<file path="src/rtl/memory_arbiter.sv">
// memory_arbiter: serialises instruction and data requests onto one RAM port.
// Data side has priority; each access is bounded by a timeout and faults are sticky.
module memory_arbiter #(
   parameter int ADDR_W = 32,
   parameter int DATA_W = 32,
   parameter int TO_MAX = 15
) (
   input  logic              CLK,
   input  logic              nRST,
   input  logic              iREN,
   input  logic [ADDR_W-1:0] iaddr,
   output logic              iwait,
   output logic [DATA_W-1:0] iload,
   input  logic              dREN,
   input  logic              dWEN,
   input  logic [ADDR_W-1:0] daddr,
   input  logic [DATA_W-1:0] dstore,
   output logic              dwait,
   output logic [DATA_W-1:0] dload,
   output logic              ramREN,
   output logic              ramWEN,
   output logic [ADDR_W-1:0] ramaddr,
   output logic [DATA_W-1:0] ramstore,
   input  logic [DATA_W-1:0] ramload,
   input  logic [1:0]        ramstate,
   output logic              err
);

   typedef enum logic [1:0] {IDLE, DREQ, IREQ, FAULT} state_t;

   localparam logic [1:0] RAM_ACCESS = 2'd2;
   localparam logic [1:0] RAM_ERROR  = 2'd3;
   localparam int CW = $clog2(TO_MAX + 1);
   localparam logic [CW-1:0] CNT_MAX = CW'(TO_MAX);

   state_t        state, next_state;
   logic [CW-1:0] cnt, next_cnt;
   logic          next_err;
   logic          fault_d, next_fault_d;
   logic          dreq, hit, timeout;

   assign dreq    = dREN | dWEN;
   assign hit     = (ramstate == RAM_ACCESS);
   assign timeout = (cnt == CNT_MAX) || (ramstate == RAM_ERROR);

   // state, timeout counter, sticky error and faulting-side flag
   always_ff @(posedge CLK or negedge nRST) begin
      if (!nRST) begin
         state   <= IDLE;
         cnt     <= '0;
         err     <= 1'b0;
         fault_d <= 1'b0;
      end else begin
         state   <= next_state;
         cnt     <= next_cnt;
         err     <= next_err;
         fault_d <= next_fault_d;
      end
   end

   // next-state: data first, abort on dropped request, hit, then timeout/error
   always_comb begin
      next_state   = state;
      next_cnt     = cnt;
      next_err     = err;
      next_fault_d = fault_d;
      unique case (state)
         IDLE: begin
            if (dreq) begin
               next_state = DREQ;
               next_cnt   = '0;
            end else if (iREN) begin
               next_state = IREQ;
               next_cnt   = '0;
            end
         end
         DREQ: begin
            if (!dreq) begin
               next_state = IDLE;
            end else begin
               if (dREN && dWEN) next_err = 1'b1;
               if (hit) begin
                  next_state = IDLE;
               end else if (timeout) begin
                  next_state   = FAULT;
                  next_err     = 1'b1;
                  next_fault_d = 1'b1;
               end else if (cnt != CNT_MAX) begin
                  next_cnt = cnt + 1'b1;
               end
            end
         end
         IREQ: begin
            if (!iREN) begin
               next_state = IDLE;
            end else if (hit) begin
               next_state = IDLE;
            end else if (timeout) begin
               next_state   = FAULT;
               next_err     = 1'b1;
               next_fault_d = 1'b0;
            end else if (cnt != CNT_MAX) begin
               next_cnt = cnt + 1'b1;
            end
         end
         FAULT: next_state = IDLE;
      endcase
   end

   // outputs: RAM port and requester handshakes, forced to zero during reset
   always_comb begin
      iwait    = 1'b0;
      iload    = '0;
      dwait    = 1'b0;
      dload    = '0;
      ramREN   = 1'b0;
      ramWEN   = 1'b0;
      ramaddr  = '0;
      ramstore = '0;
      if (nRST) begin
         unique case (state)
            IDLE: begin
               iwait = iREN;
               dwait = dreq;
            end
            DREQ: begin
               iwait = iREN;
               dwait = 1'b1;
               if (dreq) begin
                  ramaddr  = daddr;
                  ramstore = dstore;
                  ramWEN   = dWEN;
                  ramREN   = dREN & ~dWEN;
                  if (hit) begin
                     dwait = 1'b0;
                     dload = (dREN && !dWEN) ? ramload : '0;
                  end
               end
            end
            IREQ: begin
               dwait = dreq;
               iwait = 1'b1;
               if (iREN) begin
                  ramaddr = iaddr;
                  ramREN  = 1'b1;
                  if (hit) begin
                     iwait = 1'b0;
                     iload = ramload;
                  end
               end
            end
            FAULT: begin
               if (fault_d) begin
                  iwait = iREN;
                  dwait = 1'b0;
               end else begin
                  iwait = 1'b0;
                  dwait = dreq;
               end
            end
         endcase
      end
   end

endmodule

</file>
<file path="config.mk">
export PLATFORM = sky130hd
export DESIGN_NAME = memory_arbiter
export DESIGN_NICKNAME = d
export VERILOG_FILES = /design/src/rtl/memory_arbiter.sv
export SDC_FILE = /design/constraint.sdc
export NUM_CORES = 1
export LEC_CHECK = 0
export CAP_MARGIN = 20
export CORE_AREA = 2 2 105 107
export CTS_BUF_LIST = sky130_fd_sc_hd__clkbuf_16
export DETAILED_ROUTE_END_ITERATION = 8
export DIE_AREA = 0 0 107 109
export PLACE_DENSITY = 0.61
export SLEW_MARGIN = 25
export SYNTH_ARGS = -nofsm -noshare
export SYNTH_HDL_FRONTEND = slang
export SYNTH_SLANG_ARGS = --single-unit
</file>
<file path="constraint.sdc">
create_clock -name CLK -period 3.25 [get_ports CLK]
set_input_delay 0.4875 -clock CLK [delete_from_list [all_inputs] [get_ports CLK]]
set_output_delay 0.4875 -clock CLK [all_outputs]
set_load 0.05 [all_outputs]
</file>
## Word level (Yosys, flattened, before mapping)

Cells that the tools add are included.

| storage, ports and cells | value |
|---|---|
| flip-flop bits (word level) | 8 |
| bits of input ports | 135 |
| output and inout port bits | 133 |
| word-level logic and storage cells | 94 |

| operators by class | value |
|---|---|
| add/sub/neg operators | 1 |
| equality and inequality tests | 14 |
| multiplexer cells | 60 |
| bitwise logic cells | 3 |
| reductions and logical operators | 12 |

Operators by type and width:

| operator | number |
|---|---|
| $mux W32 | 15 |
| $pmux W32 S2 | 1 |
| $mux W4 | 7 |
| $mux W1 | 24 |
| $mux W2 | 6 |
| $ne A2 B2 Y1 const B | 6 |
| $pmux W4 S3 | 1 |
| $eq A2 B2 Y1 const B | 4 |
| $pmux W2 S4 | 1 |
| $reduce_and A7 Y1 | 1 |
| $pmux W1 S2 | 3 |
| $pmux W1 S3 | 2 |
| $reduce_and A5 Y1 | 1 |
| $add A4 B1 Y4 const B | 1 |
| $eq A4 B4 Y1 const B | 1 |
| $ne A4 B4 Y1 const B | 1 |
| $reduce_and A4 Y1 | 1 |
| $reduce_or A2 Y1 | 2 |
| $ne A3 B3 Y1 const B | 1 |
| $reduce_bool A3 Y1 | 1 |
| $eq A2 B1 Y1 const B | 1 |
| $logic_and A1 B1 Y1 | 2 |
| $logic_not A2 Y1 | 1 |
| $reduce_bool A2 Y1 | 1 |
| 5 further kinds | 5 |

## Depth between registers and ports, before layout

| logic depth | value |
|---|---|
| word-level depth | 7 |
| mapped depth | 8 |
| gate-level depth less buffers | 6 |

## Worst setup path after synthesis

No wires, ideal clock.

| timing path | value |
|---|---|
| kind | register -> output |
| start point | register state[0] |
| end point | output port dwait |
| arrival time | 2.278 ns |
| data required time | 2.762 ns |
| slack | 0.484 ns |
| cell stages (with the launch flop) | 8 |
| buffers on the path | 1 |
| cell sequence | dfrtp_1 inv_1 ha_1 clkbuf_2 nor2_1 a21oi_1 nor2_1 a311oi_1 |

| on the way | value |
|---|---|
| cells in the longest elaborated chain, start to end | 4 |
| elaborated cells between the ends (all ways) | 7 |
| classes of those cells | eq/ne (3); mux (2); reduce/logical (2) |

Ends and longest elaborated chain:

| item | RTL line | RTL |
|---|---|---|
| start: declaration | 36 | `state_t state, next_state;` |
| start signal: assignment | 54 | `state <= next_state;` |
| $eq A2 B2 Y1 or $logic_not A2 Y1 (tied branches) | 121 | `unique case (state)` |
| $reduce_or A2 Y1 (no line) | n/a |  |
| $pmux W1 S3 * | 121 |  |
| $mux W1 * | 120 | `if (nRST) begin` |
| end: declaration | 18 | `output logic dwait,` |

Every way passes the cells marked *; elsewhere a longest branch is shown, timed or not.

## Worst setup path after layout

| timing path | value |
|---|---|
| start point | input port nRST |
| end point | output port ramREN |

| on the way | value |
|---|---|
| cells in the longest elaborated chain, start to end | 1 |

Ends and longest elaborated chain:

| item | RTL line | RTL |
|---|---|---|
| start: declaration | 9 | `input logic nRST,` |
| $mux W1 | 120 |  |
| end: declaration | 20 | `output logic ramREN,` |

No other way between the ends.

==> metrics <==
outcome finished, final reports clean; Initial Utilization 16.8%; count of flip-flops with a built-in enable after synthesis 0; H-tree Lvls 1; Worst-Skew Late Latency 0.23 ns; f_max 0.372 GHz; count leader, synth and3_1; Final Setup Violations 0; largest net degree at the start of global routing 68; Worst EP arrival 2.20 ns; drt wl/cell 16.2 um; Detailed Routing Iterations Pass 1 4; GR Overflow Total 0; crit end category output port; RSZ-0062 raised after global routing false; mapped cell area 1780 um^2; FF-to-FF Start state[1]; Inserted Clock Buffers 3; Final Hold Fails 0; Final #Nets 662; hold_buf cts 0; Antenna Nets Post-Route 0; hold path start err; Core ar. 10600 um^2; post-CTS sizing 0; Yosys warnings 0; HP Class flip-flop to flip-flop; synth top area cells and3_1, a22oi_1, and2_1, dfrtp_1, nor2_1; hpwl dp 8900 um; startpoint types primary input; Setup Skew 0.00351 ns; syn nets 410; Total Wirelength 10700 um; layout cells sized above 1 29.9%; sequential area share after synthesis 11.2%; Slew Limit Fails 0; die footprint 11700 um^2; GRT Overall Usage 17.5%; port bufs 267; Final WS setup 0.562 ns; row count 38; Slew headroom 56.1%; setup tns final 0 ns; Mapped Avg Cell Area 6.63 um^2; area growth from synthesis to layout 234%; clk root buf clkbuf_16; top_reg_cell synth dfrtp_1; Post-synth top cells and3_1, nor2_1, and2_1, a22oi_1, clkbuf_1; vias 3029; register bit total from synthesis 8; synth unique cells 40; diode count 0; Via density 4.60; Clock Sinks 8; Crit path required time 2.76 ns; Worst-Margin Slew 0.651 ns; Layout fillers 927; CTS tree yes; Die H 109 um; Max Buffers Root-to-Sink 2; Place WS 0.561 ns; pwr dens 358 nW/um^2; first-pass GRT wire length 16200 um; Setup Buffers After CTS 0; minimum clock period 2.69 ns; initial antenna violation count 0; vias in the first global route 3106; Clock transition at path regs 0.04 ns; Min Hold Slack 0.467 ns; Placer Congestion 0.805; initial DRC count 157; FFs w/ async S/R, synth 100%; IO Count 268; post-synth top area cell and3_1; Leak Pwr 2.59 nW; Crit Path Class primary input to output port; Cells after Synth 269; Worst VDD drop 0.207 mV; Max Cap Viol 0; post-route clock period utilization 82.7%; crit path launch nRST; DRC viols 0; Die W 107 um; Critical Path Fanout Max 33; Yosys top cell area share 22.8%
-- layout by cell type (no fill, tap or decap), types with 2 or more instances in the layout --
cell type,Yosys,layout
a22oi_1,32,32
and2_1,33,33
dfrtp_1,8,8
clkdlybuf4s50_1,0,136
buf_4,1,10
nand2_1,5,5
inv_1,10,10
a21oi_1,4,4
nor2_1,41,41
ha_1,6,6
buf_12,0,130
nor3b_2,2,2
clkbuf_16,0,3
and3_1,65,65
a31oi_1,2,2
nand2b_1,3,3
nor2b_2,0,2
and3_2,2,2
o21ai_0,4,4
-- report_power, final --
part           internal (mW)  total [mW]  switching (mW)
clock network          0.158       0.204          0.0460
logic                  0.821        1.78           0.961
registers              0.123       0.147          0.0241
total                   1.10        2.13            1.03
-- metal layers --
| layer | up-vias | global-route usage (%) | share of wire [%] |
|---|---|---|---|
| li1 | 1461 | - | - |
| met5 | - | 0 | 0 |
| met3 | 10 | 7.11 | 9.9 |
| met4 | 0 | 3.62 | 1.6 |
| met2 | 150 | 33.3 | 53 |
| met1 | 1408 | 18.1 | 36 |
-- path summary, 6_finish.rpt --
check | depth (start not counted) | slack (ns) | endpoint
min in group asynchronous | 1 | 0.51 | fault_d
max in group asynchronous | 2 | 2.34 | cnt[1]
max | 7 | 0.56 | ramREN
max reg2reg | 6 | 1.22 | cnt[3]
min | 1 | 0.47 | err
min reg2reg | 1 | 0.47 | err
-- cells by family after synthesis --
group | synth area share [%]
AND/OR/NAND/NOR | 49.9
AO/OA/AOI/OAI | 25.2
buffers and inverters | 8.77
flip-flops | 11.2
adder cells (fa/ha/maj) | 4.21
multiplexers | 0.631
-- final cells by class --
cell class              count  area, um^2  share of cell area [%]
well taps                 140         175                    2.94
inverters                  10        37.5                   0.630
repair buffers            276        4040                    67.8
clock buffers               3        75.1                    1.26
multi-input cells         222        1430                    24.0
flip-flops and latches      8         200                    3.36
-- worst max-delay path: stages --
cell and delay, ns:
clkdlybuf4s50_1 0.64, nand2_1 0.14, nor3b_2 0.19, buf_4 0.31
nor2_1 0.08, nor2_1 0.18, buf_12 0.17
-- sequential cells by signal, indices dropped and copies added, names as in the netlist --
signal   flops
state        2
cnt          4
err          1
fault_d      1
-- per-stage QoR --
stage | util [%] | power (mW) | std cells | area [um^2]
5_1_grt | 56.2 | 2.26 | 659 | 5960
4_1_cts | 56.2 | 2.16 | 659 | 5960
3_3_place_gp | 55.5 | 1.91 | 656 | 5880
3_5_place_dp | 55.5 | 1.94 | 656 | 5880
2_1_floorplan | - | 1.08 | 269 | 1780
6_report | 56.2 | 2.13 | 659 | 5960
(Power assumes the default switching activity.)
